$ cat config.mk
export PLATFORM = sky130hd
export DESIGN_NAME = alu_status_unit_flat
export DESIGN_NICKNAME = d
export VERILOG_FILES = /design/src/rtl/alu_status_unit_if.sv /design/src/rtl/alu_status_unit.sv /design/src/flat_wrapper.sv
export SDC_FILE = /design/constraint.sdc
export NUM_CORES = 1
export LEC_CHECK = 0
export ABC_AREA = 1
export BUFFER_PORTS_ARGS = -buffer_cell sky130_fd_sc_hd__buf_4
export CORE_ASPECT_RATIO = 1.75
export CORE_MARGIN = 5
export CORE_UTILIZATION = 30
export DETAILED_ROUTE_END_ITERATION = 16
export GPL_ROUTABILITY_DRIVEN = 0
export REMOVE_ABC_BUFFERS = 1
export SKIP_LAST_GASP = 1
export SYNTH_ARGS = -nofsm -noshare
export SYNTH_HDL_FRONTEND = slang
export SYNTH_SLANG_ARGS = --single-unit
$ cat constraint.sdc
create_clock -name phi1 -period 0.9 [get_ports phi1]
set_input_delay 0 -clock phi1 [delete_from_list [all_inputs] [get_ports phi1]]
set_output_delay 0 -clock phi1 [all_outputs]
set_load 0.02 [all_outputs]
$ cat src/rtl/alu_status_unit_if.sv
// Bus between the 6502 ALU/decoder side (master) and alu_status_unit (slave).
interface alu_status_unit_if #(parameter int WIDTH = 8);
    logic             alu_wout;
    logic [WIDTH-1:0] alu_add;
    logic             alu_carry;
    logic             alu_half_carry;
    logic             alu_overflow;
    logic             op_sum;
    logic             op_sub;
    logic             upd_nz;
    logic [2:0]       flag_op;
    logic             p_load;
    logic [WIDTH-1:0] p_din;
    logic [WIDTH-1:0] result;
    logic             result_valid;
    logic [WIDTH-1:0] status;
    logic             carry_in;
    logic             dec_mode;

    modport master (
        output alu_wout, alu_add, alu_carry, alu_half_carry, alu_overflow,
               op_sum, op_sub, upd_nz, flag_op, p_load, p_din,
        input  result, result_valid, status, carry_in, dec_mode
    );

    modport slave (
        input  alu_wout, alu_add, alu_carry, alu_half_carry, alu_overflow,
               op_sum, op_sub, upd_nz, flag_op, p_load, p_din,
        output result, result_valid, status, carry_in, dec_mode
    );
endinterface

$ cat src/rtl/alu_status_unit.sv
// 6502 ALU result capture, BCD adjust and P register (N V - B D I Z C).
// Define ALU_DECIMAL_EN to build the decimal adjust; otherwise 2A03 behaviour.
module alu_status_unit #(
    parameter int WIDTH = 8
) (
    input  logic              phi1,
    input  logic              reset_n,
    alu_status_unit_if.slave  bus
);

    typedef enum logic [2:0] {
        FLAG_NOP = 3'd0,
        FLAG_SEC = 3'd1,
        FLAG_CLC = 3'd2,
        FLAG_SEI = 3'd3,
        FLAG_CLI = 3'd4,
        FLAG_SED = 3'd5,
        FLAG_CLD = 3'd6,
        FLAG_CLV = 3'd7
    } flag_op_e;

    localparam logic [WIDTH-1:0] STATUS_RESET = 8'h24;

    logic             s1_valid_q;
    logic [WIDTH-1:0] s1_add_q;
    logic             s1_carry_q;
    logic             s1_ovf_q;
    logic             s1_sum_q;
    logic             s1_nz_q;
`ifdef ALU_DECIMAL_EN
    logic             s1_hc_q;
    logic             s1_sub_q;
`endif

    logic [WIDTH-1:0] result_q, result_d;
    logic             result_valid_q, result_valid_d;
    logic [WIDTH-1:0] status_q, status_d;
    logic [WIDTH-1:0] adj_d;
    logic             adj_carry_d;

    always_ff @(posedge phi1) begin
        if (!reset_n) begin
            s1_valid_q <= 1'b0;
            s1_add_q   <= '0;
            s1_carry_q <= 1'b0;
            s1_ovf_q   <= 1'b0;
            s1_sum_q   <= 1'b0;
            s1_nz_q    <= 1'b0;
`ifdef ALU_DECIMAL_EN
            s1_hc_q    <= 1'b0;
            s1_sub_q   <= 1'b0;
`endif
        end else begin
            s1_valid_q <= bus.alu_wout;
            if (bus.alu_wout) begin
                s1_add_q   <= bus.alu_add;
                s1_carry_q <= bus.alu_carry;
                s1_ovf_q   <= bus.alu_overflow;
                s1_sum_q   <= bus.op_sum;
                s1_nz_q    <= bus.upd_nz;
`ifdef ALU_DECIMAL_EN
                s1_hc_q    <= bus.alu_half_carry;
                s1_sub_q   <= bus.op_sub;
`endif
            end
        end
    end

    // The hi-nibble test of the add path deliberately sees the lo-nibble correction.
    always_comb begin
        adj_d       = s1_add_q;
        adj_carry_d = s1_carry_q;
`ifdef ALU_DECIMAL_EN
        if (s1_sum_q && status_q[3]) begin
            if (s1_sub_q) begin
                if (!s1_hc_q)
                    adj_d = adj_d - 8'h06;
                if (!s1_carry_q)
                    adj_d = adj_d - 8'h60;
            end else begin
                if (s1_hc_q || (adj_d[3:0] > 4'd9))
                    adj_d = adj_d + 8'h06;
                if (s1_carry_q || (adj_d[7:4] > 4'd9)) begin
                    adj_d       = adj_d + 8'h60;
                    adj_carry_d = 1'b1;
                end
            end
        end
`endif
    end

    always_comb begin
        status_d       = status_q;
        result_d       = result_q;
        result_valid_d = s1_valid_q;
        if (s1_valid_q) begin
            result_d = adj_d;
            if (s1_nz_q) begin
                status_d[7] = adj_d[7];
                status_d[1] = (adj_d == '0);
            end
            if (s1_sum_q) begin
                status_d[0] = adj_carry_d;
                status_d[6] = s1_ovf_q;
            end
        end
        // Explicit flag ops override the commit for their own bit only.
        case (flag_op_e'(bus.flag_op))
            FLAG_SEC: status_d[0] = 1'b1;
            FLAG_CLC: status_d[0] = 1'b0;
            FLAG_SEI: status_d[2] = 1'b1;
            FLAG_CLI: status_d[2] = 1'b0;
            FLAG_SED: status_d[3] = 1'b1;
            FLAG_CLD: status_d[3] = 1'b0;
            FLAG_CLV: status_d[6] = 1'b0;
            default:  ;
        endcase
        if (bus.p_load)
            status_d = bus.p_din;
        status_d[5] = 1'b1;
        status_d[4] = 1'b0;
    end

    always_ff @(posedge phi1) begin
        if (!reset_n) begin
            result_q       <= '0;
            result_valid_q <= 1'b0;
            status_q       <= STATUS_RESET;
        end else begin
            result_q       <= result_d;
            result_valid_q <= result_valid_d;
            status_q       <= status_d;
        end
    end

    assign bus.result       = result_q;
    assign bus.result_valid = result_valid_q;
    assign bus.status       = status_q;
    assign bus.carry_in     = status_q[0];
    assign bus.dec_mode     = status_q[3];

endmodule

$ cat src/flat_wrapper.sv
// flat-port wrapper written by rule: the top's interface ports become plain ports
module alu_status_unit_flat 
#(
    parameter int WIDTH = 8
)
  (phi1, reset_n, bus_alu_wout, bus_alu_add, bus_alu_carry, bus_alu_half_carry, bus_alu_overflow, bus_op_sum, bus_op_sub, bus_upd_nz, bus_flag_op, bus_p_load, bus_p_din, bus_result, bus_result_valid, bus_status, bus_carry_in, bus_dec_mode);
  alu_status_unit_if #(.WIDTH(WIDTH)) bus_i ();
  input  logic phi1;
  input  logic reset_n;
  input wire logic [$bits(bus_i.alu_wout)-1:0] bus_alu_wout;
  input wire logic [$bits(bus_i.alu_add)-1:0] bus_alu_add;
  input wire logic [$bits(bus_i.alu_carry)-1:0] bus_alu_carry;
  input wire logic [$bits(bus_i.alu_half_carry)-1:0] bus_alu_half_carry;
  input wire logic [$bits(bus_i.alu_overflow)-1:0] bus_alu_overflow;
  input wire logic [$bits(bus_i.op_sum)-1:0] bus_op_sum;
  input wire logic [$bits(bus_i.op_sub)-1:0] bus_op_sub;
  input wire logic [$bits(bus_i.upd_nz)-1:0] bus_upd_nz;
  input wire logic [$bits(bus_i.flag_op)-1:0] bus_flag_op;
  input wire logic [$bits(bus_i.p_load)-1:0] bus_p_load;
  input wire logic [$bits(bus_i.p_din)-1:0] bus_p_din;
  output wire logic [$bits(bus_i.result)-1:0] bus_result;
  output wire logic [$bits(bus_i.result_valid)-1:0] bus_result_valid;
  output wire logic [$bits(bus_i.status)-1:0] bus_status;
  output wire logic [$bits(bus_i.carry_in)-1:0] bus_carry_in;
  output wire logic [$bits(bus_i.dec_mode)-1:0] bus_dec_mode;
  assign bus_i.alu_wout = bus_alu_wout;
  assign bus_i.alu_add = bus_alu_add;
  assign bus_i.alu_carry = bus_alu_carry;
  assign bus_i.alu_half_carry = bus_alu_half_carry;
  assign bus_i.alu_overflow = bus_alu_overflow;
  assign bus_i.op_sum = bus_op_sum;
  assign bus_i.op_sub = bus_op_sub;
  assign bus_i.upd_nz = bus_upd_nz;
  assign bus_i.flag_op = bus_flag_op;
  assign bus_i.p_load = bus_p_load;
  assign bus_i.p_din = bus_p_din;
  assign bus_result = bus_i.result;
  assign bus_result_valid = bus_i.result_valid;
  assign bus_status = bus_i.status;
  assign bus_carry_in = bus_i.carry_in;
  assign bus_dec_mode = bus_i.dec_mode;
  alu_status_unit #(.WIDTH(WIDTH)) u_core (.phi1(phi1), .reset_n(reset_n), .bus(bus_i));
endmodule
After elaboration in Yosys (flattened, before gate mapping)

Cells that the tools add are included.

$add $sub $neg: 0
Multipliers: 0
Div/mod/pow operators: 0
Order comparisons: 0
Equal/unequal tests: 7
Shift-type cells: 0
Mux-type cells: 11
Bitwise gates (word level): 0
Reduce and logical (&&, ||, !) cells: 12

Operators with widths:

| cell                                           | number |
|---|---|
| == test 3 bit (second input constant)          | 4 |
| nonzero test 3 bit                             | 4 |
| logical NOT 8 bit                              | 1 |
| 2-to-1 mux 8 bit                               | 1 |
| nonzero test 4 bit                             | 2 |
| == test 3 x 2 -> 1 bit (second input constant) | 2 |
| case mux 1 bit (2 select lines)                | 3 |
| AND reduction 2 bit                            | 3 |
| 2-to-1 mux 1 bit                               | 5 |
| 2-to-1 mux 2 bit                               | 2 |
| nonzero test 2 bit                             | 2 |
| == test 3 x 1 -> 1 bit (second input constant) | 1 |

Register bits: 30
Latch bits: 0
Memory bits (writable): 0
Memory bits (read-only): 0
Input bits: 29
Output and inout bits: 19
Logic and storage cells: 44
Memories kept: 0

Depth between registers and ports, before layout

Gate-level depths: netlist of the first run.

Depth in word-level cells: 5
Gate-level depth with buffers: 6
Depth with buffers taken out: 6

Least setup slack after synthesis of the first run

No wires, ideal clock.

Kind: register to register
Start: reg u_core.s1_valid_q (netlist: u_core.result_valid_d)
End: reg u_core.status_q[6] (netlist: u_core.bus.status[6])
Library setup time: 0.117 ns
Data arrival time: 0.759 ns
Required time: 0.783 ns
Slack: 0.024 ns
Stages on the path, launching flop included: 5
Path buffers: 0
Period minus slack after synthesis: 0.876 ns
Path through: dfxtp_1 -> a21oi_4 -> nand2_1 -> o21ai_0 -> nor2_1

Word-level cells in the longest chain between the ends: 2

RTL lines:

| element                              | line                   | source |
|---|---|---|
| start, declared                      | alu_status_unit.sv:24  | `logic s1_valid_q;` |
| start signal, assigned               | alu_status_unit.sv:54  | `s1_valid_q <= bus.alu_wout;` |
| nonzero test 3 bit (no source line)  | n/a                    |  |
| AND reduction 2 bit (no source line) | n/a                    |  |
| end signal, assigned                 | alu_status_unit.sv:132 | `status_q <= status_d;` |
| end, declared                        | alu_status_unit.sv:37  | `logic [WIDTH-1:0] status_q, status_d;` |

No other way between the ends.
A chain may end at the register's enable or synchronous reset.

Final worst setup path of the first run

Start: reg u_core.s1_add_q[0] (netlist: u_core.adj_d[0])
End: reg u_core.status_q[1] (netlist: u_core.bus.status[1])

Word-level cells in the longest chain between the ends: 4

RTL lines:

| element                | line                   | source |
|---|---|---|
| start, declared        | alu_status_unit.sv:25  | `logic [WIDTH-1:0] s1_add_q;` |
| start signal, assigned | alu_status_unit.sv:56  | `s1_add_q <= bus.alu_add;` |
| logical NOT 8 bit      | alu_status_unit.sv:100 | `status_d[1] = (adj_d == '0);` |
| 2-to-1 mux 1 bit       | alu_status_unit.sv:98  | `if (s1_nz_q) begin` |
| 2-to-1 mux 2 bit       | alu_status_unit.sv:96  | `if (s1_valid_q) begin` |
| 2-to-1 mux 8 bit       | alu_status_unit.sv:118 | `if (bus.p_load)` |

No other way between the ends. The select of a mux whose other input is x is not followed.

==> results of run 1 <==
[placed cells by master, fill, tap and decap left out, types with 2 or more instances in the layout]
master / netlist / final
a31oi_1: 2 / 2
nor2_1: 35 / 35
buf_4: 5 / 47
dfxtp_1: 28 / 26
inv_2: 3 / 3
a21oi_1: 9 / 9
o21ai_0: 25 / 23
nor3_1: 2 / 2
conb_1: 2 / 2
inv_1: 10 / 10
nand2_1: 15 / 14
nand3_1: 6 / 6
dlygate4sd3_1: 0 / 11
clkbuf_8: 0 / 3
o21ai_1: 2 / 3
nand2_2: 2 / 3
[routing by layer]
layer  vias to the layer above  global-route usage [%]  routed length [um]
met5                         -                       0                   0
met4                         0                    3.48                  31
met3                         4                    2.37                 208
met2                        36                    20.1                1450
met1                       506                    13.8                1180
li1                        601                       -                   -
[cell type report]
cell class	count	area share [%]
Inverter	13	2.91
Multi-Input combinational cell	106	29.8
Timing Repair Buffer	58	27.6
Clock buffer	3	2.46
Sequential cell	28	33.7
Tap cell	48	3.58
[sequential cells by signal (all words and copies together), names as in the netlist]
register	count
u_core.bus.status	6
u_core.s1_ovf_q	1
u_core.bus.result_valid	1
u_core.s1_nz_q	1
u_core.adj_d	8
u_core.bus.result	8
u_core.s1_sum_q	1
u_core.adj_carry_d	1
u_core.result_valid_d	1
[cells by family after synthesis]
logic type             after synthesis  share of synthesized area [%]
flip-flops                          28                           47.8
AND/OR/NAND/NOR                     64                           23.0
AO/OA/AOI/OAI                       40                           18.4
other                                2                          0.640
buffers and inverters               23                           10.1
[power groups by stage]
stage / clock, W / combinational [W] / sequential (W)
3_5_place_dp: 0 / 0.000492 / 0.00140
6_report: 0.000657 / 0.000530 / 0.00138
3_3_place_gp: 0 / 0.000489 / 0.00140
5_1_grt: 0.000733 / 0.000592 / 0.00139
4_1_cts: 0.000685 / 0.000532 / 0.00138
2_1_floorplan: 0 / 0.000168 / 0.00146
[worst min-delay path by stage]
stage,startpoint,to,slack (ns),cells past startpoint
floorplan,bus_alu_wout,u_core.result_valid_d,0.09,2
global placement,bus_alu_add[5],u_core.adj_d[5],0.22,3
detailed placement,bus_alu_add[5],u_core.adj_d[5],0.23,3
CTS,bus_alu_add[2],u_core.adj_d[2],0.00008,3
global route,bus_alu_add[2],u_core.adj_d[2],0.02,3
finish,bus_alu_add[1],u_core.adj_d[1],0.003,3
[cells in the mapped netlist, types with 2 or more instances]
library cell	n	area (um^2)
nor2_1	35	131
nand2_2	2	12.5
inv_1	10	37.5
dfxtp_1	28	561
buf_4	5	37.5
a31oi_1	2	12.5
nand2_1	15	56.3
nand3_1	6	30.0
a21oi_1	9	45.0
o21ai_0	25	125
inv_2	3	11.3
nor3_1	2	10.0
o21ai_1	2	10.0
conb_1	2	7.51
[what timing repair did]
| item | in CTS | in global routing |
|---|---|---|
| hold buffers | 11 | 0 |
| cloned | 0 | 0 |
| setup endpoints to repair | 6 | 10 |
| gates resized for setup | 3 | 4 |
| setup buffers | 0 | 0 |
| pin swaps | 1 | 3 |
| hold endpoints to repair | 11 | 0 |
[through the flow]
step | setup TNS, ns | area, um^2 | worst slack (ns) | power (W) | util, %
after floorplan | -0.454 | 1100 | -0.0690 | 0.00163 | -
after global placement | 0 | 1520 | 0.00412 | 0.00189 | 39.6
after detailed placement | -0.0530 | 1520 | -0.0236 | 0.00190 | 39.6
after CTS | 0 | 1670 | 0.00882 | 0.00259 | 43.7
after global routing | -0.340 | 1680 | -0.0646 | 0.00271 | 43.9
final | 0 | 1680 | 0.00569 | 0.00256 | 43.9
[worst min-delay path, cell delays in order]
cell	delay, ns
buf_4	0.07
o21ai_0	0.07
a21oi_1	0.10
==> run_results.csv, run 1 <==
group,metric,value,unit
global_route,grt_overflow,0,
floorplanning,dieArea,5310,um^2
setup_path,r2r_setup_slack,0.006,ns
setup_path,crit_buf_inv,0,
global_route,grt_pass1_vias,1157,
final_layout,final_cells,256,
floorplanning,die_w,57.3,um
yosys,ys_async_sr_fraction,0,%
setup_path,path_delay_family,"simple AND/OR/NAND/NOR gates",
timing,slew_violations,0,
global_route,grt_util_all_layers,11.5,%
yosys,synth_area,1170,um^2
setup_path,worstSetupEndpointType,"flip-flop",
yosys,syn_inst,157,
pwr,sequentialPowerShare,53.7,%
timing,fin_crit,0.894,ns
pwr,peakVddDrop,1.01,mV
detailed_routing,wl_per_cell,11.2,um
detailed_routing,viasPerCell,4.48,
pwr,p_sw_share,26.5,%
setup_path,slowest_delay,0.32,ns
outcome,status,"finished clean",
final_layout,num-nets-final,239,
detailed_routing,drt-initial-drc-count,18,
final_layout,fillers,408,
detailed_routing,ant_nets,0,
detailed_routing,routed_wl,2870,um
setup_path,r2r_cells,4,
clock_network,cts_sinks,28,
pwr,power.internal,0.00188,W
setup_path,timing.rr.start,"u_core.adj_d[0]",
floorplanning,die_h,92.7,um
floorplanning,initial_core_util,30.7,%
setup_path,cpMaxStageDelayCell,"dfxtp_1",
yosys,synth-main-ff-cell,"dfxtp_1",
pwr,combPwrFrac,20.7,%
setup_path,path_max_fanout,2,
clock_network,path_clk_slew,0.09,ns
timing,whs,0.00311,ns
final_layout,syn_to_final_growth,43.1,%
yosys,ys_ff_latch,28,
yosys,syn_area_per_cell,7.48,um^2
setup_path,crit_arrival,1.10,ns
clock_network,clockBufferDepth,2,
yosys,ys_seq_area_share,47.8,%
timing,setup_viol,0,
yosys,synth_cell_type_count,25,
yosys,ys_warn_count,0,
timing,skew,0.000720,ns
run,cap_violations,0,
floorplanning,row_count,30,
pwr,clkPwrFrac,25.6,%
global_route,grt_max_degree,28,
setup_path,cp-start-kind,"flip-flop",
floorplanning,core_area,3830,um^2
placement,port_buffers,41,
detailed_routing,routed-via-count,1147,
setup_path,crit_required,1.11,ns
final_layout,drive_gt1_share,29.3,%
clock_network,root_buffer,"clkbuf_8",
clock_network,cts_tree,"built",
clock_network,tritoncts.num_buffers,3,
floorplanning,pin_count,48,
detailed_routing,drt-pass1-iter-count,4,
global_route,grt_pass1_wl,4970,um
yosys,synth_edf_count,0,
timing,period_share,99.4,%
min_path,worstHoldPathType,"in -> reg",
detailed_routing,drc,0,
pwr,p_sw,0.000679,W
global_route,grt_antenna_before_repair,0,
pwr,cellLeakagePower,0.800,nW
timing,hold_viol_final,0,
setup_path,crit_chain,"or2_1, nor2_1, nand3_1, a21oi_1",
setup_path,cp.depth,4,
final_layout,multi_input_area,500,um^2
setup_path,endpoint,"u_core.bus.status[1]",
placement,dp_hpwl,2170,um
setup_path,worstReg2RegEnd,"u_core.bus.status[1]",
timing,clock.fmax,1120,MHz
setup_path,critPathLaunch,"u_core.adj_d[0]",
timing,rsz0062_at_grt,"true",
pwr,p_per_area,1530,nW/um^2
final_layout,seq_area,566,um^2
setup_path,crit_type,"reg -> reg",
final_layout,antenna_cells,0,
clock_network,clock_latency,0.27,ns
placement,dp_cells,242,
clock_network,cts_max_level,1,
(Power assumes the default switching activity.)
==> inputs of run 2 (changes only) <==
Settings changed: HOLD_SLACK_MARGIN set to 0.15.
==> run_results.csv, run 2 (synthesis gave the netlist of run 1 again) <==
group,metric,value,unit
final_layout,final_common_cell,"buf_4",
global_route,grt_pass1_vias,1184,
pwr,peakVddDrop,1.01,mV
clock_network,cts_tree,"built",
placement,dp_hpwl,2170,um
clock_network,clock_latency,0.27,ns
setup_path,crit_required,1.11,ns
setup_path,cp-start-kind,"primary input",
final_layout,final_core_utilization,47.0,%
floorplanning,pin_count,48,
timing,fin_crit,0.912,ns
detailed_routing,drt-initial-drc-count,15,
floorplanning,core_area,3830,um^2
detailed_routing,drc,0,
floorplanning,die_h,92.7,um
pwr,power,0.00260,W
setup_path,timing.rr.start,"u_core.adj_d[0]",
final_layout,num-nets-final,251,
global_route,grt_pass1_wl,5120,um
detailed_routing,viasPerCell,4.39,
final_layout,syn_to_final_growth,53.3,%
clock_network,path_clk_slew,0.09,ns
global_route,grt_overflow,0,
pwr,cellLeakagePower,0.849,nW
timing,setup_viol,1,
min_path,holdPathEnd,"u_core.bus.result_valid",
timing,clock.fmax,1100,MHz
clock_network,cts_sinks,28,
timing,finalSetupTns,-0.0124,ns
global_route,grt_max_degree,28,
floorplanning,initial_core_util,30.7,%
detailed_routing,routed_wl,3010,um
timing,whs,0.0819,ns
pwr,p_per_area,1450,nW/um^2
final_layout,drive_gt1_share,27.7,%
outcome,violations,"negative setup slack",
floorplanning,die_w,57.3,um
final_layout,layout_common_cells,"47 x buf_4, 35 x nor2_1, 26 x dfxtp_1, 23 x o21ai_0, 23 x dlygate4sd3_1",
clock_network,tritoncts.num_buffers,3,
timing,rsz0062_at_grt,"true",
setup_path,r2r_setup_slack,0.01,ns
clock_network,root_buffer,"clkbuf_8",
clock_network,cts_setup_buffers,0,
setup_path,worstSetupEndpointType,"flip-flop",
clock_network,cts_max_level,1,
setup_path,cpMaxStageDelayCell,"dlygate4sd3_1",
setup_path,slowest_delay,0.62,ns
floorplanning,row_count,30,
detailed_routing,routed-via-count,1176,
setup_path,r2r_cells,4,
setup_path,crit_arrival,1.12,ns
clock_network,clockBufferDepth,2,
min_path,hold_depth,3,
outcome,status,"complete, but fails checks",
timing,slew_violations,0,
placement,pre_cts_ws,-0.0236,ns
min_path,worstHoldPathType,"in -> reg",
setup_path,path_max_fanout,6,
timing,period_share,101,%
detailed_routing,wl_per_cell,11.2,um
setup_path,worstReg2RegEnd,"u_core.bus.status[1]",
global_route,grt_antenna_before_repair,0,
min_path,holdCritStartpoint,"reset_n",
timing,skew,0.000617,ns
run,cap_violations,0,
timing,hold_viol_final,0,
placement,port_buffers,41,
timing,fin_ws,-0.0124,ns
final_layout,antenna_cells,0,
floorplanning,dieArea,5310,um^2
setup_path,crit_chain,"buf_4, dlygate4sd3_1, nor3_1, nand3_1, a21oi_1",
detailed_routing,ant_nets,0,
detailed_routing,drt-pass1-iter-count,4,
setup_path,crit_type,"in -> reg",
global_route,grt_util_all_layers,11.8,%
[run 2: cell count changes in the layout (fill, tap and decap cells not counted)]
cell,before,now
dlygate4sd3_1,11,23
[run 2: timing repair]
action	in CTS	in global routing
pin swaps	1	3
resized for setup	3	4
endpoints found under the hold margin	28	23
endpoints found under the setup margin	6	10
hold buffers	20	3
[run 2: layer usage]
layer | share of wire [%] | track usage, % | vias to the layer above
li1 | - | - | 626
met4 | 1.0 | 3.48 | 0
met1 | 42 | 14.4 | 516
met5 | 0 | 0 | -
met2 | 51 | 20.7 | 30
met3 | 6.1 | 2.23 | 4
[run 2: how the worst max path moves through the flow]
stage | startpoint | endpoint | slack (ns) | cells past startpoint
3_3_place_gp | u_core.result_valid_d | u_core.bus.status[6] | 0.004 | 4
3_5_place_dp | u_core.result_valid_d | u_core.bus.status[6] | -0.02 | 4
4_1_cts | u_core.adj_d[5] | u_core.bus.status[1] | 0.009 | 5
2_1_floorplan | u_core.result_valid_d | u_core.bus.status[0] | -0.07 | 3
6_report | bus_p_load | u_core.bus.status[1] | -0.01 | 5
5_1_grt | u_core.adj_d[0] | u_core.bus.status[1] | -0.06 | 4
[run 2: area by class of cell]
cell class / instances / area, um^2
fill: 396 / 2030
sequential: 28 / 566
tap: 48 / 60.1
multi-input combinational: 106 / 500
clock buffer: 3 / 41.3
timing repair buffer: 70 / 583
inverter: 13 / 48.8
[run 2: per-stage QoR]
| stage | std cells | cell area [um^2] |
|---|---|---|
| finish | 268 | 1800 |
| global route | 268 | 1800 |
| CTS | 265 | 1760 |
| detailed placement | 242 | 1520 |
| global placement | 242 | 1520 |
| floorplan | 147 | 1100 |
[run 2: worst max-delay path: cells and delay by family]
family / cells / cell delay, ns
and+or+nand+nor: 2 / 0.24
buffers and inverters: 2 / 0.77
AOI/OAI and AO/OA: 1 / 0.11
[run 2: power by group]
| group | leakage [nW] | total [W] | switching [W] | internal [W] |
|---|---|---|---|---|
| clock network | 0.0216 | 0.000657 | 0.000357 | 0.000300 |
| logic | 0.595 | 0.000571 | 0.000279 | 0.000293 |
| registers | 0.233 | 0.00137 | 0.0000512 | 0.00132 |
==> inputs of run 3 (changes only) <==
Settings changed: RECOVER_POWER set to 25.
Clock period 0.9 ns to 1.1 ns, I/O delays scaled along.
==> run_results.csv, run 3 (synthesis gave the netlist of run 1 again) <==
group,metric,value,unit
global_route,grt_pass1_vias,1189,
detailed_routing,drt-initial-drc-count,32,
detailed_routing,viasPerCell,4.50,
timing,clock.fmax,1020,MHz
clock_network,tritoncts.num_buffers,3,
final_layout,antenna_cells,0,
floorplanning,die_w,57.3,um
min_path,holdCritStartpoint,"u_core.adj_carry_d",
global_route,grt_antenna_before_repair,0,
floorplanning,pin_count,48,
detailed_routing,routed_wl,3090,um
timing,fin_ws,0.120,ns
floorplanning,initial_core_util,30.7,%
setup_path,crit_required,1.27,ns
timing,hold_viol_final,0,
detailed_routing,routed-via-count,1198,
clock_network,cts_tree,"built",
outcome,status,"finished clean",
floorplanning,dieArea,5310,um^2
setup_path,path_max_fanout,5,
timing,period_share,89.1,%
timing,skew,0.00417,ns
setup_path,crit_arrival,1.15,ns
final_layout,drive_gt1_share,20.6,%
final_layout,final_common_cell,"nor2_1",
placement,pre_cts_ws,0.143,ns
placement,port_buffers,41,
timing,rsz0062_at_grt,"false",
clock_network,cts_sinks,28,
pwr,peakVddDrop,1.20,mV
clock_network,path_clk_slew,0.09,ns
setup_path,crit_type,"in -> reg",
detailed_routing,drc,0,
placement,dp_hpwl,2120,um
timing,setup_viol,0,
global_route,grt_max_degree,28,
clock_network,cts_setup_buffers,0,
clock_network,clock_latency,0.27,ns
global_route,grt_overflow,0,
global_route,grt_pass1_wl,5160,um
detailed_routing,wl_per_cell,11.6,um
final_layout,final_cells,266,
setup_path,cp-start-kind,"primary input",
timing,fin_crit,0.980,ns
clock_network,cts_max_level,1,
floorplanning,die_h,92.7,um
final_layout,syn_to_final_growth,48.4,%
detailed_routing,drt-pass1-iter-count,4,
placement,dp_cells,238,
final_layout,num-nets-final,249,
global_route,grt_util_all_layers,12.2,%
pwr,cellLeakagePower,0.788,nW
floorplanning,row_count,30,
setup_path,critPathLaunch,"bus_flag_op[2]",
final_layout,multi_input_area,494,um^2
setup_path,timing.rr.start,"u_core.result_valid_d",
timing,slew_violations,0,
pwr,p_per_area,1220,nW/um^2
detailed_routing,ant_nets,0,
setup_path,worstSetupEndpointType,"flip-flop",
final_layout,final_core_utilization,45.5,%
clock_network,root_buffer,"clkbuf_8",
final_layout,seq_area,561,um^2
floorplanning,core_area,3830,um^2
final_layout,fillers,414,
run,cap_violations,0,
clock_network,clockBufferDepth,2,
final_layout,layout_common_cells,"35 x nor2_1, 33 x buf_4, 28 x dfxtp_1, 25 x o21ai_0, 24 x dlygate4sd3_1",
timing,finalSetupTns,0,ns
min_path,worstHoldPathType,"reg -> reg",
-- run 3: worst paths after layout --
kind	endpoint	slack, ns	depth (start not counted)
hold reg to reg	u_core.adj_carry_d	0.46	2
setup / recovery	u_core.bus.status[0]	0.12	6
hold / removal	u_core.adj_carry_d	0.46	2
setup reg to reg	u_core.bus.status[6]	0.15	4
-- run 3: timing repair --
action | 4_1_cts | 5_1_grt
hold buffers | 24 | 0
resized for setup | 0 | 2
hold endpoints to repair | 28 | 0
endpoints found under the setup margin | 0 | 6
-- run 3: where the power goes --
| group | leakage (nW) | internal [W] | switching [W] | total, W |
|---|---|---|---|---|
| combinational | 0.534 | 0.000212 | 0.000228 | 0.000440 |
| sequential | 0.232 | 0.00108 | 0.0000427 | 0.00113 |
| clock | 0.0216 | 0.000246 | 0.000305 | 0.000551 |
| total | 0.788 | 0.00154 | 0.000576 | 0.00212 |
-- run 3: layer usage --
metal  track usage [%]  wire length, um  up-vias
met1              14.2             1320      540
met4              4.64               53        0
met5                 0                0        -
met2              21.6             1540       31
li1                  -                -      623
met3              2.23              180        4
-- run 3: per-stage QoR --
stage	hold slack [ns]	total power (W)	area, um^2
global route	0.499	0.00223	1740
finish	0.459	0.00212	1740
CTS	0.464	0.00215	1770
floorplan	0.0935	0.00134	1100
detailed placement	0.226	0.00154	1490
global placement	0.223	0.00154	1490
-- run 3: critical path, stage by stage --
cell and delay (ns):
dlygate4sd3_1 0.54, buf_4 0.15, inv_1 0.13, nand3_2 0.09
a21boi_0 0.16, a21oi_1 0.08
-- run 3: area by class of cell --
cell class / instances / share of cell area, %
flip-flops and latches: 28 / 32.2
repair buffers: 67 / 30.2
multi-input cells: 106 / 28.4
well taps: 48 / 3.45
inverters: 13 / 3.02
clock buffers: 3 / 2.37
repair inverters: 1 / 0.431
